$ cat src/rtl/fetch_pkg.sv
// Shared types and constants for the instruction fetch stage and its branch predictor.
// The predictor itself is only built when FETCH_BPRED_EN is defined.
package fetch_pkg;

    localparam logic [31:0] RESET_PC_DEFAULT = 32'h0000_0000;

    typedef enum logic [1:0] {
        CTR_SNT = 2'd0,
        CTR_WNT = 2'd1,
        CTR_WT  = 2'd2,
        CTR_ST  = 2'd3
    } ctr_e;

    // tag holds pc[31:2] shifted right by the index width, zero-extended
    typedef struct packed {
        logic        valid;
        logic [29:0] tag;
        ctr_e        ctr;
        logic [29:0] target;
    } bht_entry_t;

    function automatic ctr_e ctr_update(input ctr_e ctr, input logic taken);
        ctr_e res;
        res = ctr;
        if (taken) begin
            if (ctr != CTR_ST) begin
                res = ctr_e'(ctr + 2'd1);
            end
        end else begin
            if (ctr != CTR_SNT) begin
                res = ctr_e'(ctr - 2'd1);
            end
        end
        return res;
    endfunction

endpackage

$ cat src/rtl/branch_predictor.sv
// Direct-mapped branch predictor: combinational lookup, one update per cycle.
// Instantiated by stage_fetch only when FETCH_BPRED_EN is defined.
module branch_predictor
    import fetch_pkg::*;
#(
    parameter int BHT_ENTRIES = 16
) (
    input  logic        clk,
    input  logic        rst,
    input  logic [29:0] lookup_pc_i,
    output logic        lookup_taken_o,
    output logic [29:0] lookup_target_o,
    input  logic        update_i,
    input  logic [29:0] update_pc_i,
    input  logic        update_taken_i,
    input  logic [29:0] update_target_i
);

    localparam int IDX = $clog2(BHT_ENTRIES);

    bht_entry_t       entries_q [BHT_ENTRIES];
    logic [IDX-1:0]   lk_idx;
    logic [IDX-1:0]   up_idx;
    logic [29:0]      lk_tag;
    logic [29:0]      up_tag;
    bht_entry_t       lk_e;
    bht_entry_t       up_e;
    bht_entry_t       up_d;
    logic             up_hit;

    assign lk_idx = lookup_pc_i[IDX-1:0];
    assign up_idx = update_pc_i[IDX-1:0];
    assign lk_tag = lookup_pc_i >> IDX;
    assign up_tag = update_pc_i >> IDX;

    always_comb begin
        lk_e            = entries_q[lk_idx];
        lookup_taken_o  = lk_e.valid && (lk_e.tag == lk_tag) && (lk_e.ctr >= CTR_WT);
        lookup_target_o = lk_e.target;

        up_e   = entries_q[up_idx];
        up_hit = up_e.valid && (up_e.tag == up_tag);
        up_d   = up_e;
        if (up_hit) begin
            up_d.ctr = ctr_update(up_e.ctr, update_taken_i);
            if (update_taken_i) begin
                up_d.target = update_target_i;
            end
        end else begin
            up_d.valid  = 1'b1;
            up_d.tag    = up_tag;
            up_d.ctr    = update_taken_i ? CTR_WT : CTR_WNT;
            up_d.target = update_target_i;
        end
    end

    // Lookup reads the old entry; a same-index update only lands at the edge.
    always_ff @(posedge clk) begin
        if (!rst) begin
            for (int i = 0; i < BHT_ENTRIES; i++) begin
                entries_q[i] <= '{valid: 1'b0, tag: '0, ctr: CTR_WNT, target: '0};
            end
        end else if (update_i) begin
            entries_q[up_idx] <= up_d;
        end
    end

endmodule

$ cat src/rtl/stage_fetch.sv
// Instruction fetch stage: fetch PC register, next-PC select, synchronous imem address.
// Define FETCH_BPRED_EN to build in the direct-mapped branch predictor.
module stage_fetch
    import fetch_pkg::*;
#(
    parameter logic [31:0] RESET_PC    = RESET_PC_DEFAULT,
    parameter int          BHT_ENTRIES = 16
) (
    input  logic        clk,
    input  logic        rst,
    input  logic        stall,
    input  logic        flush,
    input  logic [31:0] redirectPc,
    input  logic        bUpdate,
    input  logic [31:0] bUpdatePc,
    input  logic        bUpdateTaken,
    input  logic [31:0] bUpdateTarget,
    output logic [31:0] imemAddr,
    input  logic [31:0] imemRdata,
    output logic [31:0] instrF,
    output logic [31:0] pcF,
    output logic [31:0] pcPlus4F,
    output logic        bPredictedTakenF
);

    logic [29:0] pc_q;
    logic [29:0] pc_d;
    logic [29:0] pc_plus1;
    logic        pred_taken;
    logic [29:0] pred_target;

    assign pc_plus1 = pc_q + 30'd1;

`ifdef FETCH_BPRED_EN
    logic        lk_taken;
    logic [29:0] lk_target;
    logic        hold_q;
    logic        held_taken_q;
    logic [29:0] held_target_q;
    logic        unused_ok;

    branch_predictor #(
        .BHT_ENTRIES(BHT_ENTRIES)
    ) u_bpred (
        .clk            (clk),
        .rst            (rst),
        .lookup_pc_i    (pc_q),
        .lookup_taken_o (lk_taken),
        .lookup_target_o(lk_target),
        .update_i       (bUpdate),
        .update_pc_i    (bUpdatePc[31:2]),
        .update_taken_i (bUpdateTaken),
        .update_target_i(bUpdateTarget[31:2])
    );

    // While a fetch is held, freeze the prediction it was first shown with so
    // an update to its own entry cannot change it mid-stall.
    assign pred_taken  = hold_q ? held_taken_q : lk_taken;
    assign pred_target = hold_q ? held_target_q : lk_target;

    always_ff @(posedge clk) begin
        if (!rst) begin
            hold_q        <= 1'b0;
            held_taken_q  <= 1'b0;
            held_target_q <= '0;
        end else begin
            hold_q        <= stall && !flush;
            held_taken_q  <= pred_taken;
            held_target_q <= pred_target;
        end
    end

    assign unused_ok = ^{bUpdatePc[1:0], bUpdateTarget[1:0], redirectPc[1:0]};
`else
    logic unused_ok;

    assign pred_taken  = 1'b0;
    assign pred_target = '0;
    assign unused_ok   = ^{bUpdate, bUpdatePc, bUpdateTaken, bUpdateTarget, redirectPc[1:0]};
`endif

    always_comb begin
        if (flush) begin
            pc_d = redirectPc[31:2];
        end else if (stall) begin
            pc_d = pc_q;
        end else if (pred_taken) begin
            pc_d = pred_target;
        end else begin
            pc_d = pc_plus1;
        end
    end

    always_ff @(posedge clk) begin
        if (!rst) begin
            pc_q <= RESET_PC[31:2];
        end else begin
            pc_q <= pc_d;
        end
    end

    // imemAddr is the next PC so the 1-cycle memory lines up with pcF.
    assign imemAddr         = rst ? {pc_d, 2'b00} : {RESET_PC[31:2], 2'b00};
    assign instrF           = imemRdata;
    assign pcF              = {pc_q, 2'b00};
    assign pcPlus4F         = {pc_plus1, 2'b00};
    assign bPredictedTakenF = rst && !flush && pred_taken;

endmodule
$ cat config.mk
export PLATFORM = sky130hd
export DESIGN_NAME = stage_fetch
export DESIGN_NICKNAME = d
export VERILOG_FILES = /design/src/rtl/fetch_pkg.sv /design/src/rtl/branch_predictor.sv /design/src/rtl/stage_fetch.sv
export SDC_FILE = /design/constraint.sdc
export NUM_CORES = 1
export LEC_CHECK = 0
export ABC_AREA = 1
export BUFFER_PORTS_ARGS = -buffer_cell sky130_fd_sc_hd__buf_2
export CORE_AREA = 2 2 103 105
export CTS_BUF_LIST = sky130_fd_sc_hd__clkbuf_2
export DETAILED_ROUTE_END_ITERATION = 6
export DIE_AREA = 0 0 105 107
export SYNTH_ARGS = -nofsm -noshare
export SYNTH_HDL_FRONTEND = slang
export SYNTH_SLANG_ARGS = --single-unit
export TNS_END_PERCENT = 5
$ cat constraint.sdc
create_clock -name clk -period 1.4 [get_ports clk]
set_input_delay 0.07 -clock clk [delete_from_list [all_inputs] [get_ports clk]]
set_output_delay 0.07 -clock clk [all_outputs]
set_load 0.03 [all_outputs]
### Word level (Yosys, flattened, before mapping)

Cells that the tools add are included.

| operators by class | value |
|---|---|
| $add $sub $neg | 1 |
| multiply operators | 0 |
| divide/modulo/power cells | 0 |
| $lt $le $gt $ge | 0 |
| equal/unequal tests | 0 |
| shift operators | 0 |
| muxes and demuxes | 3 |
| bitwise logic cells | 0 |
| reduce and logical (&&, ||, !) cells | 0 |

Operators with widths:

| kind | number |
|---|---|
| $mux W30 | 2 |
| $mux W32 | 1 |
| $add A30 B1 Y30 const B | 1 |

| storage, ports and cells | value |
|---|---|
| flip-flop bits (word level) | 30 |
| bits in latches | 0 |
| memory bits (writable) | 0 |
| ROM bits | 0 |
| input port bits | 134 |
| output and inout port bits | 129 |
| logic and storage cells | 5 |
| memories | 0 |

### Longest topological paths before layout

| depth | value |
|---|---|
| depth in word-level cells | 4 |
| depth in mapped cells | 10 |
| depth with buffers taken out | 10 |

### Worst setup path after synthesis

OpenSTA, ideal clock, no wires.

| timing | value |
|---|---|
| path type | flip-flop to output port |
| start point | register pc_q[0] |
| end point | output imemAddr[14] |
| arrival time | 2.445 ns |
| required time | 1.330 ns |
| slack | -1.115 ns |
| stages on the path, launching flop included | 9 |
| buffers on the path | 0 |
| cell sequence | dfxtp_1 ha_1 nand2_1 nor2_4 nand2_2 nor2_4 xor2_1 nand2_1 a21oi_1 |

| on the way | value |
|---|---|
| word-level cells in the longest chain between the ends | 4 |

Ends and longest elaborated chain:

| element | RTL line | text |
|---|---|---|
| from (decl) | stage_fetch.sv:26 | `logic [29:0] pc_q;` |
| from (signal assigned) | stage_fetch.sv:96 | `pc_q <= RESET_PC[31:2];` |
| from (signal assigned) | stage_fetch.sv:98 | `pc_q <= pc_d;` |
| $add A30 B1 Y30 | stage_fetch.sv:32 | `assign pc_plus1 = pc_q + 30'd1;` |
| via pcPlus4F[14] | stage_fetch.sv:22 | `output logic [31:0] pcPlus4F,` |
| $mux W30 | stage_fetch.sv:85 | `end else if (stall) begin` |
| $mux W30 | stage_fetch.sv:83 | `if (flush) begin` |
| $mux W32 | stage_fetch.sv:103 | `assign imemAddr = rst ? {pc_d, 2'b00} : {RESET_PC[31:2], 2'b00};` |
| to (decl) | stage_fetch.sv:18 | `output logic [31:0] imemAddr,` |

The timed path passes the listed nets, and every way through them passes these cells.

### Worst setup path after layout

| timing | value |
|---|---|
| start point | register pc_q[1] |
| end point | output imemAddr[18] |

| on the way | value |
|---|---|
| word-level cells in the longest chain between the ends | 4 |

Ends and longest elaborated chain:

| element | RTL line |
|---|---|
| $add A30 B1 Y30 | stage_fetch.sv:32 |
| $mux W30 | stage_fetch.sv:85 |
| $mux W30 | stage_fetch.sv:83 |
| $mux W32 | stage_fetch.sv:103 |

No other way between the ends.

==> Flow_metrics.wiki <==
{| class="wikitable"
! Metric !! Value
|-
| Worst Path Class, Setup || register to output port
|-
| Leak || 0.002223 uW
|-
| Area delta synth->final || 84.30%
|-
| RSZ-0062 raised after global routing || true
|-
| Most heavily used metal layer in global routing || met2
|-
| Cell with the largest stage delay on the worst path || sky130_fd_sc_hd__dfxtp_4
|-
| Number of inserted filler cells in the final layout || 1018
|-
| Final Core Density || 0.4833
|-
| Routability Congestion || 0.8686
|-
| Maximum number of pins on one net before global-route repair || 32
|-
| Worst rel slew slack || 0.6511
|-
| Die Y-Extent || 107 um
|-
| Peak Freq || 470.5 MHz
|-
| CTS sink cnt || 30
|-
| Clk slew on worst S/H paths || 0.16 ns
|-
| Buffer type at the clock tree root || sky130_fd_sc_hd__clkbuf_2
|-
| Global Route met1 Usage || 0.2239
|-
| Die outline area || 0.01124 mm2
|-
| CTS tree || yes
|-
| Global router's overall resource usage || 0.1858
|-
| Worst EP arrival || 2.06 ns
|-
| Total negative slack || -33.35 ns
|-
| Max Cap Viol || 0
|-
| Design area || 0.004877 mm2
|-
| First-pass GRT wire length || 16.66 mm
|-
| Worst-case hold path end point || pc_q[0]
|-
| Reg-to-reg critical path endpoint || pc_q[16]
|-
| List of cells traversed by the critical path || ha_4, nand2_4, nor2_4, nand2_4, nor2_4, xor2_4, nand2_2, a21oi_4, buf_6
|-
| Worst hold path stage count || 3
|-
| Flip-flop and latch count after synthesis || 30
|-
| Placement row count || 37
|-
| Starting utilization of the core area || 0.2622
|-
| Horizontal die dimension || 105 um
|-
| Number of H-tree levels || 2
|-
| Number of placed I/O pins || 263
|-
| Violations in the final reports || setup timing
|-
| Antenna violations before repair || 1
|-
| Number of vias after detailed routing || 3472
|-
| Flip-flop count of the largest register after layout || 30
|-
| Number of nets with antenna violations after detailed routing || 0
|-
| Number of distinct library cells after synthesis || 22
|-
| Data required time at the worst endpoint || 1.33 ns
|-
| Slew at the pin closest to its max-slew limit || 0.5179 ns
|-
| Number of warnings reported in the yosys synthesis log || 0
|-
| Inserted Clock Buffers || 5
|-
| Worst min-delay path class || input port to register
|-
| Share of post-route cells with drive strength above 1 || 0.5572
|-
| Port Buffers || 123
|-
| Global Route met3 Usage || 0.03951
|-
| Grt ovf || 0
|-
| Vias in the first global route || 3448
|-
| Final setup skew || 0.02937 ns
|-
| TritonRoute pass-1 iters || 4
|-
| 1st-iter DRT viols || 147
|-
| Tmin final || 2.125 ns
|-
| Peak fanout along the critical path || 5
|-
| Longest individual stage delay on the worst path || 0.40 ns
|-
| Fin worst setup slack || -0.7252 ns
|-
| Vias per Instance || 4.636
|-
| Core Box Area || 0.01009 mm2
|-
| Path depth of the worst reg2reg path || 8
|-
| Result of the run || finished with violations
|-
| Max-slew violations || 0
|-
| Clock buffer depth || 2
|-
| Register area || 634.4 um2
|-
| Type of origin of the critical path || register
|-
| Period Utilization, post-route || 1.518
|-
| Total number of nets in the final design || 747
|-
| Top Registers || pc_q (30)
|-
| Worst setup slack after placement || -0.3510 ns
|-
| Category of the worst setup path capture point || output port
|-
| HPWL reported at the end of detailed placement || 8.178 mm
|-
| Area of the mapped netlist || 0.002646 mm2
|-
| Finish-stage setup viols || 83
|-
| Register area share after synthesis || 0.2270
|-
| Clock latency at the later pin of the worst-skew pair || 0.39 ns
|-
| DRC errors left || 0
|-
| Routed WL per cell || 14.38 um
|-
| GR Util met2 || 0.3293
|-
| Avg Cell Area, Syn || 6.154 um2
|-
| VDD IR max || 0.3212 mV
|-
| Hold violation count in the final report || 0
|-
| Placed instance area || 0.004156 mm2
|-
| Startpoint of the worst hold path || redirectPc[2]
|-
| Wirelength, routed || 10.77 mm
|-
| Number of standard cells after synthesis || 430
|-
| Area taken by multi-input logic gates || 0.002173 mm2
|-
| Startpoint of the lowest-slack register-to-register path || pc_q[1]
|-
| Register-to-register setup slack || -0.19 ns
|-
| Final-layout worst hold slack || 0.03583 ns
|-
| Largest Register || pc_q
|-
| Pwr per Cell Area || 615.2 mW/mm2
|}
-- Yosys cell counts --
cell	count	area, um2
sky130_fd_sc_hd__nand2_4	1	11.26
sky130_fd_sc_hd__nand2_1	123	461.7
sky130_fd_sc_hd__nand2_2	3	18.77
sky130_fd_sc_hd__buf_4	39	292.8
sky130_fd_sc_hd__clkinv_1	1	3.750
sky130_fd_sc_hd__conb_1	1	3.750
sky130_fd_sc_hd__nor2_4	10	112.6
sky130_fd_sc_hd__ha_1	1	12.51
sky130_fd_sc_hd__nor2_2	1	6.260
sky130_fd_sc_hd__and2_1	2	12.51
sky130_fd_sc_hd__clkbuf_1	15	56.30
sky130_fd_sc_hd__nor2_1	28	105.1
sky130_fd_sc_hd__inv_1	28	105.1
sky130_fd_sc_hd__o21ai_0	16	80.08
sky130_fd_sc_hd__xor2_2	6	97.59
sky130_fd_sc_hd__nand3_1	27	135.1
sky130_fd_sc_hd__a21oi_1	86	430.4
sky130_fd_sc_hd__xor2_1	6	52.55
sky130_fd_sc_hd__buf_2	1	5.000
sky130_fd_sc_hd__xnor2_1	4	35.03
sky130_fd_sc_hd__dfxtp_1	30	600.6
sky130_fd_sc_hd__o211ai_1	1	7.510
-- per-layer routing --
layer  vias up  wire, um
li1       1705         -
met1      1613      4625
met2       125      5265
met3        29       629
met4         0       252
met5         -         0
-- power breakdown --
part / internal [uW] / switching, uW / total (uW)
logic: 639 / 938 / 1580
clock network: 116 / 321 / 437
registers: 920 / 65.5 / 986
total: 1680 / 1320 / 3000
-- metrics by stage --
step	cells	power [uW]
floorplan	436	2039
global placement	722	2349
detailed placement	722	2366
CTS	744	2995
global route	748	3184
finish	749	3000
-- how the worst max path moves through the flow --
stage,start,to,cells past startpoint
floorplan,pc_q[0],imemAddr[15],7
global placement,pc_q[1],imemAddr[24],10
detailed placement,pc_q[1],imemAddr[24],10
CTS,pc_q[1],imemAddr[26],10
global route,pc_q[1],imemAddr[20],10
finish,pc_q[1],imemAddr[18],9
-- repair_timing --
| action | in CTS | in global routing |
|---|---|---|
| buffers inserted | 1 | 4 |
| pin swaps | 10 | 13 |
| endpoints found under the hold margin | 14 | 0 |
| gates resized for setup | 108 | 43 |
| setup endpoints to repair | 82 | 84 |
| hold buffers | 14 | 0 |
-- placed cells by master, fill, tap and decap left out, drive strengths merged --
cell	n
clkinv	2
diode	1
xnor2	4
and2	2
ha	1
xor2	12
nand2	127
dlygate4sd3	14
dfxtp	30
nor2	39
o21ai	16
buf	207
inv	28
clkbuf	9
conb	7
a21oi	86
o211ai	1
nand3	27
-- critical path, delay by kind of cell (launching register included) --
| kind | cells | cell delay [ns] |
|---|---|---|
| AO/OA/AOI/OAI | 1 | 0.16 |
| flip-flops | 1 | 0.40 |
| adder cells (fa/ha/maj) | 1 | 0.14 |
| AND/OR/NAND/NOR | 5 | 0.65 |
| XOR/XNOR | 1 | 0.19 |
| buffers and inverters | 1 | 0.15 |
-- final cells by class --
cell class,count,share of cell area
diodes,1,0.0005131
multi-input cells,322,0.4456
inverters,29,0.02232
clock buffers,6,0.006157
repair buffers,224,0.3597
clock inverters,1,0.0007696
well taps,136,0.03489
flip-flops and latches,30,0.1301
-- cells by family after synthesis --
kind of cell | synth area share
buffers and inverters | 0.1749
adder cells (fa/ha/maj) | 0.004727
AO/OA/AOI/OAI | 0.1957
AND/OR/NAND/NOR | 0.3262
XOR/XNOR | 0.06997
other | 0.001417
flip-flops | 0.2270
No activity file was read; power rests on OpenSTA's default activity.
